<file path="src/rtl/i2c_target.sv">
// I2C target (slave) responder.
//
// Oversamples the open-drain SCL/SDA lines in the clk_i domain, decodes START, repeated
// START and STOP, acknowledges its own 7-bit address, hands written bytes to local logic
// and serves read bytes from local logic. SDA is only ever pulled low via sda_oe_o.
//
// Ports:
//   clk_i       system clock
//   rst_ni      asynchronous active-low reset
//   scl_i       raw SCL from the bus
//   sda_i       raw SDA from the bus
//   sda_oe_o    1 = pull SDA low, 0 = release
//   rx_data_o   last byte received in a write transfer
//   rx_valid_o  one-cycle pulse, rx_data_o newly valid
//   tx_data_i   byte returned on the next read byte
//   tx_req_o    one-cycle pulse in the cycle tx_data_i is loaded
//   rw_o        R/W bit of the current addressed transfer (1 = read)
//   busy_o      high from any START until STOP
//   done_o      one-cycle pulse on STOP when this target was addressed
//   state_o     current FSM state (debug)
module i2c_target #(
    parameter logic [6:0] Addr = 7'b1010101
) (
    input  logic       clk_i,
    input  logic       rst_ni,
    input  logic       scl_i,
    input  logic       sda_i,
    output logic       sda_oe_o,
    output logic [7:0] rx_data_o,
    output logic       rx_valid_o,
    input  logic [7:0] tx_data_i,
    output logic       tx_req_o,
    output logic       rw_o,
    output logic       busy_o,
    output logic       done_o,
    output logic [2:0] state_o
);

    typedef enum logic [2:0] {
        StIdle     = 3'd0,
        StAddr     = 3'd1,
        StAckAddr  = 3'd2,
        StRxByte   = 3'd3,
        StAckRx    = 3'd4,
        StTxByte   = 3'd5,
        StAckTx    = 3'd6,
        StWaitStop = 3'd7
    } state_e;

    // Two synchronizer stages plus one history stage per line; idle bus is high.
    logic scl_s1_q, scl_s2_q, scl_h_q;
    logic sda_s1_q, sda_s2_q, sda_h_q;

    always_ff @(posedge clk_i or negedge rst_ni) begin
        if (!rst_ni) begin
            scl_s1_q <= 1'b1;
            scl_s2_q <= 1'b1;
            scl_h_q  <= 1'b1;
            sda_s1_q <= 1'b1;
            sda_s2_q <= 1'b1;
            sda_h_q  <= 1'b1;
        end else begin
            scl_s1_q <= scl_i;
            scl_s2_q <= scl_s1_q;
            scl_h_q  <= scl_s2_q;
            sda_s1_q <= sda_i;
            sda_s2_q <= sda_s1_q;
            sda_h_q  <= sda_s2_q;
        end
    end

    logic scl_rise, scl_fall, start_det, stop_det;
    assign scl_rise  = scl_s2_q & ~scl_h_q;
    assign scl_fall  = ~scl_s2_q & scl_h_q;
    // SDA edges only count while SCL is high in both samples.
    assign start_det = scl_s2_q & scl_h_q & sda_h_q & ~sda_s2_q;
    assign stop_det  = scl_s2_q & scl_h_q & ~sda_h_q & sda_s2_q;

    state_e     state_q, state_d;
    logic [3:0] cnt_q, cnt_d;
    logic [7:0] shift_q, shift_d;
    logic [7:0] rx_data_q, rx_data_d;
    logic       rw_q, rw_d;
    logic       oe_q, oe_d;
    logic       rx_valid_q, rx_valid_d;
    logic       tx_req_q, tx_req_d;
    logic       done_q, done_d;
    logic       busy_q, busy_d;
    logic       match_q, match_d;

    always_comb begin
        state_d    = state_q;
        cnt_d      = cnt_q;
        shift_d    = shift_q;
        rx_data_d  = rx_data_q;
        rw_d       = rw_q;
        oe_d       = oe_q;
        rx_valid_d = 1'b0;
        tx_req_d   = 1'b0;
        done_d     = 1'b0;
        busy_d     = busy_q;
        match_d    = match_q;

        if (stop_det) begin
            state_d = StIdle;
            oe_d    = 1'b0;
            busy_d  = 1'b0;
            done_d  = match_q;
            match_d = 1'b0;
        end else if (start_det) begin
            state_d = StAddr;
            cnt_d   = 4'd0;
            oe_d    = 1'b0;
            busy_d  = 1'b1;
            match_d = 1'b0;
        end else begin
            unique case (state_q)
                StAddr: begin
                    if (scl_rise && cnt_q < 4'd8) begin
                        shift_d = {shift_q[6:0], sda_s2_q};
                        cnt_d   = cnt_q + 4'd1;
                    end else if (scl_fall && cnt_q == 4'd8) begin
                        if (shift_q[7:1] == Addr) begin
                            state_d = StAckAddr;
                            oe_d    = 1'b1;
                            rw_d    = shift_q[0];
                            match_d = 1'b1;
                        end else begin
                            state_d = StWaitStop;
                            oe_d    = 1'b0;
                        end
                    end
                end
                StAckAddr: begin
                    if (scl_fall) begin
                        cnt_d = 4'd0;
                        if (rw_q) begin
                            state_d  = StTxByte;
                            shift_d  = tx_data_i;
                            tx_req_d = 1'b1;
                            oe_d     = ~tx_data_i[7];
                        end else begin
                            state_d = StRxByte;
                            oe_d    = 1'b0;
                        end
                    end
                end
                StRxByte: begin
                    if (scl_rise && cnt_q < 4'd8) begin
                        shift_d = {shift_q[6:0], sda_s2_q};
                        cnt_d   = cnt_q + 4'd1;
                        if (cnt_q == 4'd7) begin
                            rx_data_d  = {shift_q[6:0], sda_s2_q};
                            rx_valid_d = 1'b1;
                        end
                    end else if (scl_fall && cnt_q == 4'd8) begin
                        state_d = StAckRx;
                        oe_d    = 1'b1;
                    end
                end
                StAckRx: begin
                    if (scl_fall) begin
                        state_d = StRxByte;
                        oe_d    = 1'b0;
                        cnt_d   = 4'd0;
                    end
                end
                StTxByte: begin
                    // Bit 7 went out on entry; falls 1..7 send bits 6..0, fall 8 releases.
                    if (scl_fall) begin
                        if (cnt_q == 4'd7) begin
                            state_d = StAckTx;
                            oe_d    = 1'b0;
                        end else begin
                            oe_d    = ~shift_q[6];
                            shift_d = {shift_q[6:0], 1'b0};
                            cnt_d   = cnt_q + 4'd1;
                        end
                    end
                end
                StAckTx: begin
                    if (scl_rise && sda_s2_q) begin
                        state_d = StWaitStop;
                    end else if (scl_fall) begin
                        state_d  = StTxByte;
                        shift_d  = tx_data_i;
                        tx_req_d = 1'b1;
                        oe_d     = ~tx_data_i[7];
                        cnt_d    = 4'd0;
                    end
                end
                StWaitStop: oe_d = 1'b0;
                default: ;
            endcase
        end
    end

    always_ff @(posedge clk_i or negedge rst_ni) begin
        if (!rst_ni) begin
            state_q    <= StIdle;
            cnt_q      <= 4'd0;
            shift_q    <= 8'd0;
            rx_data_q  <= 8'd0;
            rw_q       <= 1'b0;
            oe_q       <= 1'b0;
            rx_valid_q <= 1'b0;
            tx_req_q   <= 1'b0;
            done_q     <= 1'b0;
            busy_q     <= 1'b0;
            match_q    <= 1'b0;
        end else begin
            state_q    <= state_d;
            cnt_q      <= cnt_d;
            shift_q    <= shift_d;
            rx_data_q  <= rx_data_d;
            rw_q       <= rw_d;
            oe_q       <= oe_d;
            rx_valid_q <= rx_valid_d;
            tx_req_q   <= tx_req_d;
            done_q     <= done_d;
            busy_q     <= busy_d;
            match_q    <= match_d;
        end
    end

    assign sda_oe_o   = oe_q;
    assign rx_data_o  = rx_data_q;
    assign rx_valid_o = rx_valid_q;
    assign tx_req_o   = tx_req_q;
    assign rw_o       = rw_q;
    assign busy_o     = busy_q;
    assign done_o     = done_q;
    assign state_o    = state_q;

endmodule

</file>
<file path="config.mk">
export PLATFORM = sky130hd
export DESIGN_NAME = i2c_target
export DESIGN_NICKNAME = d
export VERILOG_FILES = /design/src/rtl/i2c_target.sv
export SDC_FILE = /design/constraint.sdc
export NUM_CORES = 1
export LEC_CHECK = 0
export CAP_MARGIN = 25
export CORE_UTILIZATION = 35
export DETAILED_ROUTE_END_ITERATION = 10
export HOLD_SLACK_MARGIN = 0.05
export PLACE_DENSITY = 0.64
export SYNTH_ARGS = -nofsm -noshare
export SYNTH_HDL_FRONTEND = slang
export SYNTH_SLANG_ARGS = --single-unit
</file>
<file path="constraint.sdc">
create_clock -name clk_i -period 2.1 [get_ports clk_i]
set_input_delay 0.42 -clock clk_i [delete_from_list [all_inputs] [get_ports clk_i]]
set_output_delay 0.42 -clock clk_i [all_outputs]
set_load 0.03 [all_outputs]
</file>
==> results.toml <==
[die]
die_y_microns = 75.2
core-area_sq_um = 5140
dieArea_sq_um = 5660
die_w_microns = 75.2
start_util_pct = 36.5
rows = 26
io_pins = 29

[placement]
dpl.hpwl_mm = 3.05
port-buffer-count = 28
gp_congestion = 0.910

[clock_network]
clock_latency_ns = 0.29
cts_root_buf = "clkbuf_8"
cts.clk_slew.worst_paths_ns = 0.07
cts_tree = "built"
cts_buffers = 5
h-tree-depth = 2
cts_hold_buf = 0
clock_sinks = 36
cts_setup_buffers = 0
ctsLongestPathBuffers = 2

[global_route]
grt_max_degree = 37
grt_pass1_vias = 1436
grt_first_pass_wirelength_mm = 7.09
grt_overflow = 0
grt_use_total_pct = 17.3
grt_antenna_before_repair = 0

[power_and_ir_drop]
total_power_w = 0.00294
p_leak_nw = 1.11
powerDensity_nw_per_um2 = 1190
ir_drop_mv = 0.660

[logic_synthesis]
synth.yosys.warnings = 0
netlist_instances = 168
synth_flop_cell = "dfrtp_1"
postSynth.asyncResetShare_pct = 100
synth_top_area_share_pct = 40.0
yosys-top-cells-area = "dfrtp_1 40%, mux2_2 10%, dfstp_2 8.4%"
synth.cell_area_sq_um = 1880
synth_edf_count = 0
synth_seq_cells = 36
yosysUniqueCellTypes = 46
ys_seq_area_share_pct = 48.4
syn_avg_cell_area_sq_um = 11.2
syn-num-nets = 182
synth_area_leader_cell = "dfrtp_1"

[hold_path]
min_path_type = "register to register"

[routing]
drc = 0
drt-initial-drc-count = 62
wl_mm = 4.24
vias = 1451
dr.pass1.iters = 4
via_per_inst = 4.99
wl_per_cell_microns = 14.6
antenna_left = 0

[status]
failed_checks = "setup timing"
status = "finished with violations"

[setup_path]
crit_path_max_fanout = 4
required_ns = 2.28
end_kind = "register"
critPathArrivalTime_ns = 2.32
crit_type = "register to register"
startpoint_type = "register"

[timing]
max_slew.worst_pin.slew_ns = 0.454
setup_viol = 8
setup_tns_ns = -0.309
hold_viol = 0
fin_worst_skew_ns = 0.00754
fin_ws_ns = -0.0446
period_share_pct = 102
period_needed_ns = 2.14
rsz0062_at_grt = "true"
max_freq_mhz = 466
relSlewSlack_pct = 69.8
drv_slew = 0

[layout]
seq_area_sq_um = 910
antenna_cells = 0
final_common_cell = "dfrtp_1"
multiInputGateArea_sq_um = 905
most-common-layout-cells = "29 x dfrtp_1, 28 x clkdlybuf4s50_1, 24 x buf_4"
layout-drive-gt1-share_pct = 32.6
syn_to_final_growth_pct = 31.6
fill_cells = 496
fin_nets = 234

[flow_run]
max_cap_violations = 0
[per-stage QoR]
step	util [%]	hold WS [ns]	std cells	worst slack (ns)	instance area, sq um
6_report	48.1	0.360	291	-0.0446	2470
5_1_grt	48.1	0.366	291	-0.0814	2470
4_1_cts	48.1	0.361	291	-0.0460	2470
3_5_place_dp	46.4	0.347	283	-0.00992	2380
3_3_place_gp	46.4	0.347	283	0.00288	2380
2_1_floorplan	-	0.124	168	0.00332	1880
[synthesized netlist by cell type, types with 3 or more instances]
library cell,number
nand3_1,4
or2_2,3
nor2_1,16
inv_1,6
clkbuf_1,5
a21oi_1,7
or2b_2,3
nand2_1,10
and2_1,3
nand2b_1,3
mux2_4,8
dfrtp_1,30
mux2_2,17
o21ai_0,4
dfstp_2,6
[final timing paths]
kind | from | endpoint | slack [ns] | cells after the start
min reg2reg | sda_s1_q$_DFF_PN1_ | sda_s2_q$_DFF_PN1_ | 0.36 | 0
max in group asynchronous | rst_ni | sda_s2_q$_DFF_PN1_ | 1.19 | 2
max | scl_s2_q$_DFF_PN1_ | shift_q[2]$_DFFE_PN0P_ | -0.04 | 5
min | sda_s1_q$_DFF_PN1_ | sda_s2_q$_DFF_PN1_ | 0.36 | 0
min in group asynchronous | rst_ni | rx_data_o[6]$_DFFE_PN0P_ | 0.56 | 2
max reg2reg | scl_s2_q$_DFF_PN1_ | shift_q[2]$_DFFE_PN0P_ | -0.04 | 5
[registers in the layout, summed over array words and instances (netlist names), 3 cells and up]
name	flops
cnt_q	4
rx_data_o	8
shift_q	8
state_o	3
[cell type report]
type,count,share of cell area (%)
clock inverters,1,0.355
multi-input cells,119,36.6
well taps,70,3.55
repair buffers,52,18.6
inverters,6,0.912
clock buffers,7,3.09
flip-flops and latches,36,36.8
[repair_timing]
item                       CTS  global route
pin swaps                    0             1
resized for setup            0             0
setup endpoints to repair    8             8
[critical path, cell delays in order (launching register included)]
cell and delay [ns]:
dfstp_2 0.53, or3b_4 0.39, or3_1 0.36, a311o_1 0.30
buf_4 0.17, mux2_4 0.29
[metal layers]
metal / up-vias / global-route usage [%] / share of wire, %
li1: 709 / - / -
met1: 708 / 23.2 / 48
met2: 28 / 27.9 / 47
met3: 6 / 4.02 / 4.4
met4: 0 / 5.56 / 1.4
met5: - / 0 / 0
[logic make-up (layout without fill, tap and decap cells)]
logic type / Yosys count / count (layout) / share of synthesized area, %
mux: 27 / 27 / 17.7
xor+xnor: 1 / 1 / 0.467
flops: 36 / 36 / 48.4
compound gates: 30 / 30 / 11.1
buf+inv: 13 / 66 / 3.53
fa+ha+maj: 2 / 2 / 1.33
simple gates: 59 / 59 / 17.5
[power breakdown]
group | switching, W | internal, W
combinational | 0.000707 | 0.000770
clock | 0.000246 | 0.000237
sequential | 0.000128 | 0.000853
Note: power is estimated with default switching activity, not from simulation.
